### src/rtl/lsu_pkg.sv
// lsu_pkg: shared definitions for the load/store unit.
//   - RV32I funct3 width/sign codes for loads and stores
//   - FSM state encoding
package lsu_pkg;

  localparam logic [2:0] F3_LB  = 3'b000;
  localparam logic [2:0] F3_LH  = 3'b001;
  localparam logic [2:0] F3_LW  = 3'b010;
  localparam logic [2:0] F3_LBU = 3'b100;
  localparam logic [2:0] F3_LHU = 3'b101;
  localparam logic [2:0] F3_SB  = 3'b000;
  localparam logic [2:0] F3_SH  = 3'b001;
  localparam logic [2:0] F3_SW  = 3'b010;

  typedef enum logic [1:0] {
    IDLE  = 2'd0,
    READ  = 2'd1,
    WRITE = 2'd2,
    RESP  = 2'd3
  } lsu_state_e;

endpackage

### src/rtl/lsu_align.sv
// lsu_align: purely combinational lane handling for the load/store unit.
// Ports:
//   rd_word    in  32  word read from memory (load path)
//   old_word   in  32  previously read word (store merge path)
//   offset     in  2   byte address bits [1:0]
//   funct3     in  3   RV32I width/sign code
//   wdata      in  32  right-aligned store data
//   load_data  out 32  selected lane, sign- or zero-extended
//   store_word out 32  old_word with the addressed lane replaced
// Halfword lane is chosen by offset[1] alone; offset[0] is ignored for
// halfwords and offset[1:0] for words.
module lsu_align
  import lsu_pkg::*;
(
  input  logic [31:0] rd_word,
  input  logic [31:0] old_word,
  input  logic [1:0]  offset,
  input  logic [2:0]  funct3,
  input  logic [31:0] wdata,
  output logic [31:0] load_data,
  output logic [31:0] store_word
);

  logic [31:0] shifted;
  logic [7:0]  lane_b;
  logic [15:0] lane_h;

  always_comb begin
    shifted = rd_word >> {offset, 3'b000};
    lane_b  = shifted[7:0];
    lane_h  = offset[1] ? rd_word[31:16] : rd_word[15:0];
    case (funct3)
      F3_LB:   load_data = {{24{lane_b[7]}}, lane_b};
      F3_LBU:  load_data = {24'h0, lane_b};
      F3_LH:   load_data = {{16{lane_h[15]}}, lane_h};
      F3_LHU:  load_data = {16'h0, lane_h};
      default: load_data = rd_word;
    endcase
  end

  always_comb begin
    store_word = old_word;
    case (funct3[1:0])
      2'b00:   store_word[{offset, 3'b000} +: 8]       = wdata[7:0];
      2'b01:   store_word[{offset[1], 4'b0000} +: 16]  = wdata[15:0];
      default: store_word = wdata;
    endcase
  end

endmodule

### src/rtl/load_store_unit.sv
// load_store_unit: initiator side of the data-memory port.
// Accepts byte-addressed RV32I loads/stores, drives a word-indexed memory
// with combinational read data, does read-modify-write for SB/SH.
// Ports:
//   clk, reset                       clock, synchronous active-high reset
//   req_valid/req_ready              request handshake
//   req_write, req_funct3            store flag, width/sign code
//   req_address, req_wdata           byte address, right-aligned store data
//   resp_valid/resp_ready            response handshake
//   resp_rdata, resp_error           load result (0 for stores/errors), fault
//   memory_read, memory_write        memory enables (never both high)
//   address, write_data, read_data   word index, write word, read word
// Build option: define LSU_MISALIGN_TRAP_EN to fault misaligned halfword
// and word accesses; otherwise low address bits are ignored for them.
module load_store_unit
  import lsu_pkg::*;
#(
  parameter int MEMORY_SIZE = 4096
) (
  input  logic        clk,
  input  logic        reset,
  input  logic        req_valid,
  output logic        req_ready,
  input  logic        req_write,
  input  logic [2:0]  req_funct3,
  input  logic [31:0] req_address,
  input  logic [31:0] req_wdata,
  output logic        resp_valid,
  input  logic        resp_ready,
  output logic [31:0] resp_rdata,
  output logic        resp_error,
  output logic        memory_read,
  output logic        memory_write,
  output logic [31:0] address,
  output logic [31:0] write_data,
  input  logic [31:0] read_data
);

  localparam logic [31:0] MEM_LIMIT = 32'(MEMORY_SIZE);

  lsu_state_e  state_q, state_d;
  logic        write_q, write_d;
  logic [2:0]  funct3_q, funct3_d;
  logic [31:0] addr_q, addr_d;
  logic [31:0] wdata_q, wdata_d;
  logic [31:0] old_q, old_d;
  logic [31:0] rdata_q, rdata_d;
  logic        error_q, error_d;
  logic        acc_err;
  logic [31:0] load_data, merged;

  lsu_align u_align (
    .rd_word    (read_data),
    .old_word   (old_q),
    .offset     (addr_q[1:0]),
    .funct3     (funct3_q),
    .wdata      (wdata_q),
    .load_data  (load_data),
    .store_word (merged)
  );

  // Fault classification of the incoming request, evaluated at accept.
  always_comb begin
    acc_err = (req_address >= MEM_LIMIT);
    if (req_write) begin
      if (!(req_funct3 inside {F3_SB, F3_SH, F3_SW})) acc_err = 1'b1;
    end else begin
      if (req_funct3 inside {3'b011, 3'b110, 3'b111}) acc_err = 1'b1;
    end
`ifdef LSU_MISALIGN_TRAP_EN
    if (req_funct3[1:0] == 2'b01 && req_address[0])          acc_err = 1'b1;
    if (req_funct3[1:0] == 2'b10 && req_address[1:0] != 2'b00) acc_err = 1'b1;
`endif
  end

  always_comb begin
    state_d  = state_q;
    write_d  = write_q;
    funct3_d = funct3_q;
    addr_d   = addr_q;
    wdata_d  = wdata_q;
    old_d    = old_q;
    rdata_d  = rdata_q;
    error_d  = error_q;
    case (state_q)
      IDLE: begin
        if (req_valid) begin
          write_d  = req_write;
          funct3_d = req_funct3;
          addr_d   = req_address;
          wdata_d  = req_wdata;
          rdata_d  = 32'h0;
          error_d  = acc_err;
          if (acc_err)                          state_d = RESP;
          else if (req_write && req_funct3 == F3_SW) state_d = WRITE;
          else                                  state_d = READ;
        end
      end
      READ: begin
        // Sub-word stores keep the old word for the merge in WRITE.
        if (write_q) begin
          old_d   = read_data;
          state_d = WRITE;
        end else begin
          rdata_d = load_data;
          state_d = RESP;
        end
      end
      WRITE: state_d = RESP;
      RESP: begin
        if (resp_ready) begin
          rdata_d = 32'h0;
          error_d = 1'b0;
          state_d = IDLE;
        end
      end
      default: state_d = IDLE;
    endcase
  end

  always_ff @(posedge clk) begin
    if (reset) begin
      state_q  <= IDLE;
      write_q  <= 1'b0;
      funct3_q <= 3'b0;
      addr_q   <= 32'h0;
      wdata_q  <= 32'h0;
      old_q    <= 32'h0;
      rdata_q  <= 32'h0;
      error_q  <= 1'b0;
    end else begin
      state_q  <= state_d;
      write_q  <= write_d;
      funct3_q <= funct3_d;
      addr_q   <= addr_d;
      wdata_q  <= wdata_d;
      old_q    <= old_d;
      rdata_q  <= rdata_d;
      error_q  <= error_d;
    end
  end

  // Memory-side outputs decode the current state only, so a WRITE cycle
  // keeps its enable even when reset lands on its closing edge.
  assign req_ready    = (state_q == IDLE);
  assign resp_valid   = (state_q == RESP);
  assign resp_rdata   = rdata_q;
  assign resp_error   = error_q;
  assign memory_read  = (state_q == READ);
  assign memory_write = (state_q == WRITE);
  assign address      = (memory_read || memory_write) ? {2'b00, addr_q[31:2]} : 32'h0;
  assign write_data   = memory_write ? merged : 32'h0;

endmodule

### config.mk
export PLATFORM = sky130hd
export DESIGN_NAME = load_store_unit
export DESIGN_NICKNAME = d
export VERILOG_FILES = /design/src/rtl/lsu_pkg.sv /design/src/rtl/lsu_align.sv /design/src/rtl/load_store_unit.sv
export SDC_FILE = /design/constraint.sdc
export NUM_CORES = 1
export LEC_CHECK = 0
export CORE_ASPECT_RATIO = 1.1
export CORE_MARGIN = 8
export CORE_UTILIZATION = 42
export CTS_BUF_LIST = sky130_fd_sc_hd__clkbuf_16
export DETAILED_ROUTE_END_ITERATION = 16
export GPL_ROUTABILITY_DRIVEN = 0
export HOLD_SLACK_MARGIN = 0.08
export PLACE_DENSITY_LB_ADDON = 0.08
export SETUP_SLACK_MARGIN = 0.05
export SYNTH_ARGS = -nofsm -noshare
export SYNTH_HDL_FRONTEND = slang
export SYNTH_SLANG_ARGS = --single-unit
### constraint.sdc
create_clock -name clk -period 3.3 [get_ports clk]
set_input_delay 0.99 -clock clk [delete_from_list [all_inputs] [get_ports clk]]
set_output_delay 0.99 -clock clk [all_outputs]
set_load 0.005 [all_outputs]
==> impl_metrics.py <==
metrics = {
    "clock_tree": {
        "clock_tree.buffer_depth": 2,
        "h-tree-depth": 4,
        "clock_latency_ns": 0.42,
        "cts_tree": "done",
        "numCtsBuffers": 17,
        "numClockSinks": 135,
        "ctsHoldBuffers": 0,
        "cts.clk_slew.worst_paths_ns": 0.06,
        "root_buffer": "clkbuf_16",
    },
    "timing": {
        "min_period_over_period_pct": 100,
        "hold_viol_final": 0,
        "slew_headroom_pct": 25.6,
        "worst_slack_ns": -0.00337,
        "clock_skew_ns": 0.00590,
        "whs_ns": 0.448,
        "drv_slew": 0,
        "grt_setup_unrepaired": "yes",
        "fin_tns_setup_ns": -0.00337,
        "max_freq_mhz": 303,
        "fin_crit_ns": 3.30,
        "setup_violations": 1,
        "worstMarginPinSlew_ns": 1.12,
    },
    "setup_path": {
        "cp_common_cell": "buf_4",
        "critPathRequiredTime_ns": 2.31,
        "critPathKind": "flip-flop to output pin",
        "r2r-start": "state_q[0]$_SDFFE_PP0P_",
        "arrival_ns": 2.31,
        "path_depth": 9,
        "cpMaxStageDelayCell": "dfxtp_2",
        "critPathLaunchType": "flip-flop",
        "rr_endpoint": "resp_rdata[26]$_SDFFE_PP0P_",
        "critPathLaunch": "addr_q[0]$_SDFFE_PP0P_",
        "worstPathCellList": "buf_6, ha_1, nor4bb_2, buf_4, buf_4, a221o_1, a22oi_2, nor2b_1, dlygate4sd2_1",
        "crit_path_end": "write_data[31]",
        "cpPeakStageDelay_ns": 0.32,
        "cp-end-kind": "output pin",
        "cp_num_buf_inv": 4,
        "rr_worst_depth": 8,
        "critical-path-top-delay-family": "buffers and inverters",
        "r2r_slack_ns": 1.12,
        "cp_max_fo": 5,
    },
    "placed_design": {
        "pre_cts_ws_ns": 0.116,
        "io_buffers": 202,
        "dp_hpwl_um": 16800,
    },
    "die": {
        "std_cell_rows": 47,
        "initial_core_util_pct": 43.1,
        "die_h_um": 146,
        "dieArea_um2": 19700,
        "die_x_um": 134,
        "coreArea_um2": 15100,
        "io_pins": 205,
    },
    "power_and_ir_drop": {
        "power_frac_clock_pct": 28.6,
        "power_frac_seq_pct": 35.0,
        "p_sw_share_pct": 34.3,
        "p_total_mw": 5.95,
        "combPwrFrac_pct": 36.4,
        "power_density_nw_per_um2": 633,
        "leakage_nw": 3.47,
        "vdd_drop_max_v": 0.000361,
        "switchingPower_mw": 2.04,
        "p_int_mw": 3.91,
    },
    "finish": {
        "finalNetCount": 1126,
        "drive_gt1_share_pct": 12.6,
        "multi_input_area_um2": 3570,
        "nFillCells": 1434,
        "regArea_um2": 2710,
        "syn_to_final_growth_pct": 44.9,
        "post-route-util_pct": 62.4,
    },
    "drt": {
        "dr.first_iter.drc_count": 493,
        "wl_um": 22900,
        "drt-pass1-iter-count": 11,
        "wire_per_inst_um": 18.7,
        "antenna_left": 0,
        "vias": 6635,
        "vias_per_cell": 5.43,
        "drc": 0,
    },
    "grt": {
        "antenna_found_initial": 2,
        "grt_use_met2_pct": 36.5,
        "track_usage_pct": 22.6,
        "grt_max_degree": 104,
        "busiest_layer": "met2",
        "gr-total-overflow": 0,
        "grtUsageMet3_pct": 8.06,
        "grt_pass1_wl_um": 35300,
        "grt_pass1_vias": 6473,
        "met1_usage_pct": 26.5,
    },
    "status": {
        "violations": "setup timing",
        "status": "finished with violations",
    },
    "yosys": {
        "synth.cell_area_um2": 6480,
        "synth_edf_count": 0,
        "synth-seq-cells": 135,
        "syn_avg_cell_area_um2": 7.95,
        "ys_seq_area_share_pct": 41.7,
        "synth-async-reset-ratio_pct": 0,
        "synth_cells": 815,
        "synth_cell_types": 53,
        "synth_flop_cell": "dfxtp_1",
        "yosysWarnings": 0,
    },
    "min_path": {
        "hold_path.class": "flip-flop to flip-flop",
    },
    "job": {
        "drv_cap": 0,
    },
}
layout make-up:
cell class              count  area share, %
inverters                   7          0.306
clock inverters            14          0.999
flip-flops and latches    135           28.8
diodes                      2         0.0533
multi-input cells         605           38.0
clock buffers              17           4.53
well taps                 196           2.61
repair buffers            247           24.7
how the worst min path moves through the flow:
stage | start | cells past startpoint | slack [ns] | to
floorplan | addr_q[10]$_SDFFE_PP0P_ | 2 | 0.43 | addr_q[10]$_SDFFE_PP0P_
global placement | addr_q[2]$_SDFFE_PP0P_ | 2 | 0.44 | addr_q[2]$_SDFFE_PP0P_
detailed placement | addr_q[10]$_SDFFE_PP0P_ | 2 | 0.44 | addr_q[10]$_SDFFE_PP0P_
CTS | addr_q[10]$_SDFFE_PP0P_ | 2 | 0.45 | addr_q[10]$_SDFFE_PP0P_
global route | addr_q[12]$_SDFFE_PP0P_ | 2 | 0.46 | addr_q[12]$_SDFFE_PP0P_
finish | addr_q[25]$_SDFFE_PP0P_ | 2 | 0.45 | addr_q[25]$_SDFFE_PP0P_
per-layer routing:
metal,share of wire (%),vias up
met3,9.2,37
met4,2.6,0
met2,48,263
li1,-,3249
met5,0,-
met1,41,3086
synthesized netlist by cell type (all sizes together) (9+ instances only):
master,number,share of area [%]
nor3,9,0.69
ha,9,1.7
dfxtp,135,42
buf,18,1.5
a21boi,15,1.7
and2,33,3.2
nor2,22,1.3
mux2i,10,1.5
a221o,25,4.1
nand2,214,12
o21ai,26,2.0
a21oi,112,8.6
nor2b,20,1.9
o2bb2ai,14,1.9
clkbuf,51,3.0
registers in the layout (all words and copies together), names as in the netlist:
register	cells
addr_q	32
funct3_q	3
old_q	32
resp_error	1
resp_rdata	32
state_q	2
wdata_q	32
write_q	1
metrics by stage:
| step | instance area [µm²] | instances |
|---|---|---|
| 2_1_floorplan | 6490 | 816 |
| 3_3_place_gp | 8720 | 1177 |
| 3_5_place_dp | 8720 | 1177 |
| 4_1_cts | 9360 | 1218 |
| 5_1_grt | 9390 | 1223 |
| 6_report | 9390 | 1223 |
power groups by stage:
stage                     clock (mW)  combinational (mW)  sequential, mW
final                           1.70                2.16            2.08
after global routing            1.80                2.38            2.11
after CTS                       1.72                2.17            2.07
after detailed placement           0                2.13            2.10
after global placement             0                2.11            2.10
after floorplan                    0                1.20            2.03
cell families after synthesis:
logic type                 share of synthesized area [%]
AOI/OAI and AO/OA                                   25.0
adders and majority gates                           1.74
buffers and inverters                               4.92
DFF                                                 41.7
muxes                                               3.28
other                                             0.0578
and+or+nand+nor                                     23.4
placed cells by master, fill, tap and decap left out, types with 3 or more instances in the layout:
master and count:
nand2_1 213, clkdlybuf4s50_1 169, dfxtp_1 132, a21oi_1 111
buf_4 43, and2_1 32, o21ai_0 25, nor2_1 22
nor2b_1 20, dlygate4sd2_1 19, clkbuf_16 17, a221o_1 15
a21boi_0 15, o2bb2ai_1 14, mux2i_1 10, a221o_2 10
nor3_1 9, clkbuf_2 9, a221oi_2 8, a22o_1 8
a222oi_1 8, nand3_1 8, mux2_2 8, nor4_1 7
o21a_1 7, inv_1 6, ha_1 6, clkinv_1 6
a22oi_1 5, a22oi_2 3, nand2b_1 3, dfxtp_2 3
clkinvlp_4 3, clkinv_2 3, dlymetal6s2s_1 3
timing repair:
item / in CTS / in global routing
setup endpoints to repair: 33 / 24
resized for setup: 49 / 29
buffers inserted: 10 / 3
pin swaps: 10 / 14
worst min-delay path, stage by stage (launching register included):
cell and delay [ns]:
dfxtp_1 0.30, nand2_1 0.05, a21oi_1 0.05
Power figures use the tool's default switching activity.
